$ cat config.mk
export PLATFORM = sky130hd
export DESIGN_NAME = packet_order_scheduler
export DESIGN_NICKNAME = d
export VERILOG_FILES = /design/src/rtl/packet_order_scheduler.sv
export SDC_FILE = /design/constraint.sdc
export NUM_CORES = 1
export LEC_CHECK = 0
export ABC_AREA = 1
export BUFFER_PORTS_ARGS = -buffer_cell sky130_fd_sc_hd__buf_4
export CAP_MARGIN = 20
export CORE_MARGIN = 2
export CORE_UTILIZATION = 58
export CTS_CLUSTER_DIAMETER = 40
export DETAILED_ROUTE_END_ITERATION = 8
export HOLD_SLACK_MARGIN = 0.06
export PLACE_DENSITY = 0.75
export SYNTH_ARGS = -nofsm -noshare
export SYNTH_HDL_FRONTEND = slang
export SYNTH_SLANG_ARGS = --single-unit
$ cat constraint.sdc
create_clock -name axi_aclk -period 2.95 [get_ports axi_aclk]
set_input_delay 0.295 -clock axi_aclk [delete_from_list [all_inputs] [get_ports axi_aclk]]
set_output_delay 0.295 -clock axi_aclk [all_outputs]
set_load 0.005 [all_outputs]
$ cat src/rtl/packet_order_scheduler.sv
// Round-robin snoop dispatch and in-order forward grant for N BPF VMs.
// An order FIFO of VM indices makes packets leave in the order they arrived.
module packet_order_scheduler #(
  parameter int N     = 5,
  parameter int SEL_W = 3
) (
  input  logic             axi_aclk,
  input  logic             rst,
  input  logic             snooper_done,
  output logic             ready_for_snooper,
  input  logic [N-1:0]     vm_snoop_ready,
  output logic [N-1:0]     vm_snoop_grant,
  input  logic             forwarder_done,
  output logic             ready_for_forwarder,
  input  logic [N-1:0]     vm_fwd_ready,
  input  logic [N-1:0]     vm_reject,
  output logic [N-1:0]     vm_fwd_grant,
  output logic [SEL_W-1:0] fwd_sel,
  output logic [SEL_W:0]   order_count
);

  localparam logic [SEL_W-1:0] LAST = SEL_W'(N - 1);
  localparam logic [SEL_W:0]   FULL = (SEL_W + 1)'(N);
  localparam logic [N-1:0]     ONE  = N'(1);

  typedef enum logic {S_IDLE, S_GRANT} s_state_t;
  typedef enum logic {F_IDLE, F_GRANT} f_state_t;

  s_state_t s_state, s_next;
  f_state_t f_state, f_next;

  logic [SEL_W-1:0] snoop_idx, snoop_idx_d;
  logic [SEL_W-1:0] rr_ptr, rr_d;
  logic [N-1:0]     snoop_grant_d, fwd_grant_d;
  logic [SEL_W-1:0] fwd_sel_d;
  logic [SEL_W-1:0] fifo_q [N];
  logic [SEL_W-1:0] rd_ptr, wr_ptr;
  logic [N-1:0]     reject_pend, reject_pend_d;

  logic             snoop_found;
  logic [SEL_W-1:0] snoop_pick;
  logic [SEL_W-1:0] head;
  logic [N-1:0]     pend_eff;
  logic             push, fwd_pop, rej_pop, pop;

  function automatic logic [SEL_W-1:0] wrap_inc(input logic [SEL_W-1:0] p);
    return (p == LAST) ? '0 : p + 1'b1;
  endfunction

  assign ready_for_snooper   = (s_state == S_GRANT);
  assign ready_for_forwarder = (f_state == F_GRANT);
  assign head     = fifo_q[rd_ptr];
  assign pend_eff = reject_pend | vm_reject;
  assign pop      = fwd_pop | rej_pop;

  // Descending scan so the candidate closest to rr_ptr is the last one kept.
  always_comb begin
    int idx;
    logic [SEL_W-1:0] cand;
    idx         = 0;
    cand        = '0;
    snoop_found = 1'b0;
    snoop_pick  = '0;
    for (int k = N - 1; k >= 0; k--) begin
      idx = int'(rr_ptr) + k;
      if (idx >= N) idx = idx - N;
      cand = SEL_W'(idx);
      if (vm_snoop_ready[cand]) begin
        snoop_found = 1'b1;
        snoop_pick  = cand;
      end
    end
  end

  always_comb begin
    s_next        = s_state;
    snoop_grant_d = vm_snoop_grant;
    snoop_idx_d   = snoop_idx;
    rr_d          = rr_ptr;
    push          = 1'b0;
    unique case (s_state)
      S_IDLE: begin
        if (snoop_found && order_count < FULL) begin
          s_next        = S_GRANT;
          snoop_grant_d = ONE << snoop_pick;
          snoop_idx_d   = snoop_pick;
        end
      end
      S_GRANT: begin
        if (snooper_done) begin
          push          = (order_count != FULL);
          rr_d          = wrap_inc(snoop_idx);
          snoop_grant_d = '0;
          s_next        = S_IDLE;
        end
      end
      default: s_next = S_IDLE;
    endcase
  end

  always_comb begin
    f_next        = f_state;
    fwd_grant_d   = vm_fwd_grant;
    fwd_sel_d     = fwd_sel;
    fwd_pop       = 1'b0;
    rej_pop       = 1'b0;
    reject_pend_d = pend_eff;
    unique case (f_state)
      F_IDLE: begin
        if (order_count != '0) begin
          if (pend_eff[head]) begin
            rej_pop       = 1'b1;
            reject_pend_d = pend_eff & ~(ONE << head);
          end else if (vm_fwd_ready[head]) begin
            f_next      = F_GRANT;
            fwd_grant_d = ONE << head;
            fwd_sel_d   = head;
          end
        end
      end
      F_GRANT: begin
        if (forwarder_done) begin
          fwd_pop     = 1'b1;
          fwd_grant_d = '0;
          fwd_sel_d   = '0;
          f_next      = F_IDLE;
        end
      end
      default: f_next = F_IDLE;
    endcase
  end

  always_ff @(posedge axi_aclk) begin
    if (rst) begin
      s_state        <= S_IDLE;
      f_state        <= F_IDLE;
      vm_snoop_grant <= '0;
      vm_fwd_grant   <= '0;
      fwd_sel        <= '0;
      snoop_idx      <= '0;
      rr_ptr         <= '0;
      rd_ptr         <= '0;
      wr_ptr         <= '0;
      order_count    <= '0;
      reject_pend    <= '0;
    end else begin
      s_state        <= s_next;
      f_state        <= f_next;
      vm_snoop_grant <= snoop_grant_d;
      vm_fwd_grant   <= fwd_grant_d;
      fwd_sel        <= fwd_sel_d;
      snoop_idx      <= snoop_idx_d;
      rr_ptr         <= rr_d;
      reject_pend    <= reject_pend_d;
      if (push) wr_ptr <= wrap_inc(wr_ptr);
      if (pop)  rd_ptr <= wrap_inc(rd_ptr);
      if (push && !pop)      order_count <= order_count + 1'b1;
      else if (pop && !push) order_count <= order_count - 1'b1;
    end
  end

  always_ff @(posedge axi_aclk) begin
    if (push) fifo_q[wr_ptr] <= snoop_idx;
  end

endmodule

==> flow_summary.ini <==
[outcome]
status = finished clean

[placement]
gp_congestion = 0.895
io_buffers = 37
dp_hpwl_mm = 6.35

[global_route]
grt_max_degree = 25
antenna_found_initial = 0
grt_overflow = 0
grt_pass1_vias = 3017
track_usage_pct = 25.3
grt_pass1_wl_mm = 13.5

[synth]
synth-compound-area-share_pct = 11.8
synthMuxAreaShare_pct = 0
syn_nets = 534
syn_avg_cell_area_um2 = 7.25
syn-cell-area_um2 = 3590
synth-seq-cells = 54
ys.warnings.count = 0
synth_cell_types = 39
yosys.area_share.simple_pct = 38.1
synth_top_family_by_area = simple AND/OR/NAND/NOR gates
synth_edf_count = 15
synth_area_leaders = dfxtp_1, nand2_1, edfxtp_1
yosysTopAreaCellShare_pct = 21.7
syn_inst = 496
yosysSeqAreaShare_pct = 34.2
synth_area_leader_cell = dfxtp_1
async_reset_ff_share_pct = 0
synthAdderAreaFrac_pct = 7.03
synth_ff_type = dfxtp_1
synthXorXnorAreaFrac_pct = 0.975

[sta]
fin_crit_sh_pct = 97.8
hold_viol = 0
finClkSkew_ns = 0.0106
slew_viol_final = 0
slew_headroom_pct = 56.3
rsz0062_at_grt = yes
min_period_ns = 2.88
setup_viol = 0
setup_tns_ns = 0
fmax_ghz = 0.347
worstMarginPinSlew_ns = 0.650

[cells_and_area]
most-common-layout-cells = nand2_1, nand3_1, inv_1
final_core_util_pct = 68.6
fillers = 536
n_antenna_cell = 0
final_nets = 579
drive_gt1_share_pct = 20.8
final_common_cell = nand2_1
area_delta_synth_final_pct = 13.6

[clock_network]
cts_max_level = 2
cts.sinks = 54
cts_tree = done
cts-root-buf = clkbuf_8
clock_latency_ns = 0.30
cts_buffer_depth = 2
path_clk_slew_ns = 0.10
cts_buffers = 5

[routing]
vias_per_cell = 5.36
drtIter0Drc = 151
postRouteAntennaNets = 0
route.vias.total = 3307
drc = 0
drtPass1Iterations = 4
avgRoutedWirePerCell_um = 13.1
wl_mm = 8.05

[critical_path]
required_ns = 3.19
end_kind = flop
critical_path_class = reg -> reg
arrival_ns = 3.13
worstSetupStartpointType = flop
crit_fanout = 7

[floorplan]
die_h_um = 82.7
initial_core_util_pct = 60.4
rows = 28
coreArea_um2 = 5960
ios = 38
die_w_um = 82.7
die_area_um2 = 6840

[min_path]
hold_class = in -> reg

[power_and_ir_drop]
powerDensity_nw_per_um2 = 905
irDropWorstVdd_mv = 0.592
p_leak_uw = 0.00188

[run]
maxCapViolCount = 0
==> sequential cells by signal, indices dropped and copies added, names as in the netlist, named ones only <==
| name | flops |
|---|---|
| fifo_q | 15 |
| fwd_sel | 3 |
| order_count | 4 |
| rd_ptr | 3 |
| ready_for_forwarder | 1 |
| ready_for_snooper | 1 |
| reject_pend | 5 |
| rr_ptr | 3 |
| snoop_idx | 3 |
| vm_fwd_grant | 5 |
| vm_snoop_grant | 5 |
| wr_ptr | 3 |
==> per-stage QoR <==
step                total power (uW)  hold WS (ns)  cell area (um^2)  instances  worst slack, ns
floorplan                       2690         0.373              3590        496            0.262
global placement                3180         0.455              3970        608           0.0969
detailed placement              3230         0.457              3970        608           -0.132
CTS                             3660         0.241              4070        617           0.0275
global route                    4060         0.248              4080        617           -0.171
finish                          3700         0.245              4080        617           0.0655
==> cell usage after synthesis, types with 4 or more instances <==
master	number
ha_1	17
nand2_2	22
nor2_1	28
xor2_1	4
nand2_4	7
o21ai_1	8
nand4_1	13
nand2_1	134
nor2_2	4
nor3_1	7
nand3_2	4
nor4_1	4
inv_2	6
inv_1	49
nand3_1	50
dfxtp_1	39
o21ai_0	18
edfxtp_1	15
a21oi_1	35
==> final timing paths <==
kind | from | endpoint | slack, ns | cells after the start
worst max-delay path | flop | order_count[3]$_SDFFE_PP0P_ | 0.07 | 24
worst min-delay path | snooper_done | ready_for_snooper$_SDFF_PP0_ | 0.24 | 4
worst max register to register | flop | order_count[3]$_SDFFE_PP0P_ | 0.07 | 24
worst min register to register | vm_snoop_grant[0]$_SDFFE_PP0P_ | vm_snoop_grant[0]$_SDFFE_PP0P_ | 0.47 | 2
==> worst max-delay path, stage by stage, from the launching register on <==
cell and delay [ns]:
dfxtp_4 0.37, inv_2 0.09, nand2_1 0.06, nand2_1 0.06
nand2_1 0.06, o21ai_1 0.09, nand2_2 0.08, nand2_4 0.11
nand2_1 0.05, o21ai_0 0.07, nand2_1 0.07, nand2_1 0.08
nand2_2 0.07, nand3_1 0.10, nand2_1 0.11, inv_2 0.12
ha_2 0.20, inv_2 0.07, ha_1 0.26, nand2_1 0.06
nor2_1 0.05, a211oi_2 0.20, xor2_1 0.21, nand2_1 0.07
a21oi_1 0.11
==> what timing repair did <==
item	4_1_cts	5_1_grt
resized for setup	3	5
hold buffers	0	0
endpoints found under the setup margin	1	10
pin swaps	2	1
buffers inserted	1	0
==> area by class of cell <==
class | instances | area, um^2 | area share (%)
Clock inverter | 2 | 13.8 | 0.337
Inverter | 60 | 238 | 5.82
Timing Repair Buffer | 44 | 330 | 8.09
Tap cell | 75 | 93.8 | 2.30
Clock buffer | 6 | 72.6 | 1.78
Multi-Input combinational cell | 376 | 2100 | 51.4
Sequential cell | 54 | 1240 | 30.3
==> routing by layer <==
layer	GRT usage, %	up-vias	part of all wire, %
li1	-	1733	-
met4	4.26	0	0.94
met2	45.6	67	50
met5	0	-	0
met1	32.8	1499	45
met3	2.93	8	3.2
==> logic make-up after synthesis <==
| family | after synthesis |
|---|---|
| AO/OA/AOI/OAI | 73 |
| XOR/XNOR | 4 |
| adder cells (fa/ha/maj) | 19 |
| buffers and inverters | 66 |
| flip-flops | 54 |
| AND/OR/NAND/NOR | 280 |
==> power by group <==
group / total (uW) / switching, uW / internal, uW
sequential: 1070 / 142 / 923
combinational: 2230 / 1410 / 822
clock: 402 / 234 / 168
Note: power is estimated with default switching activity, not from simulation.
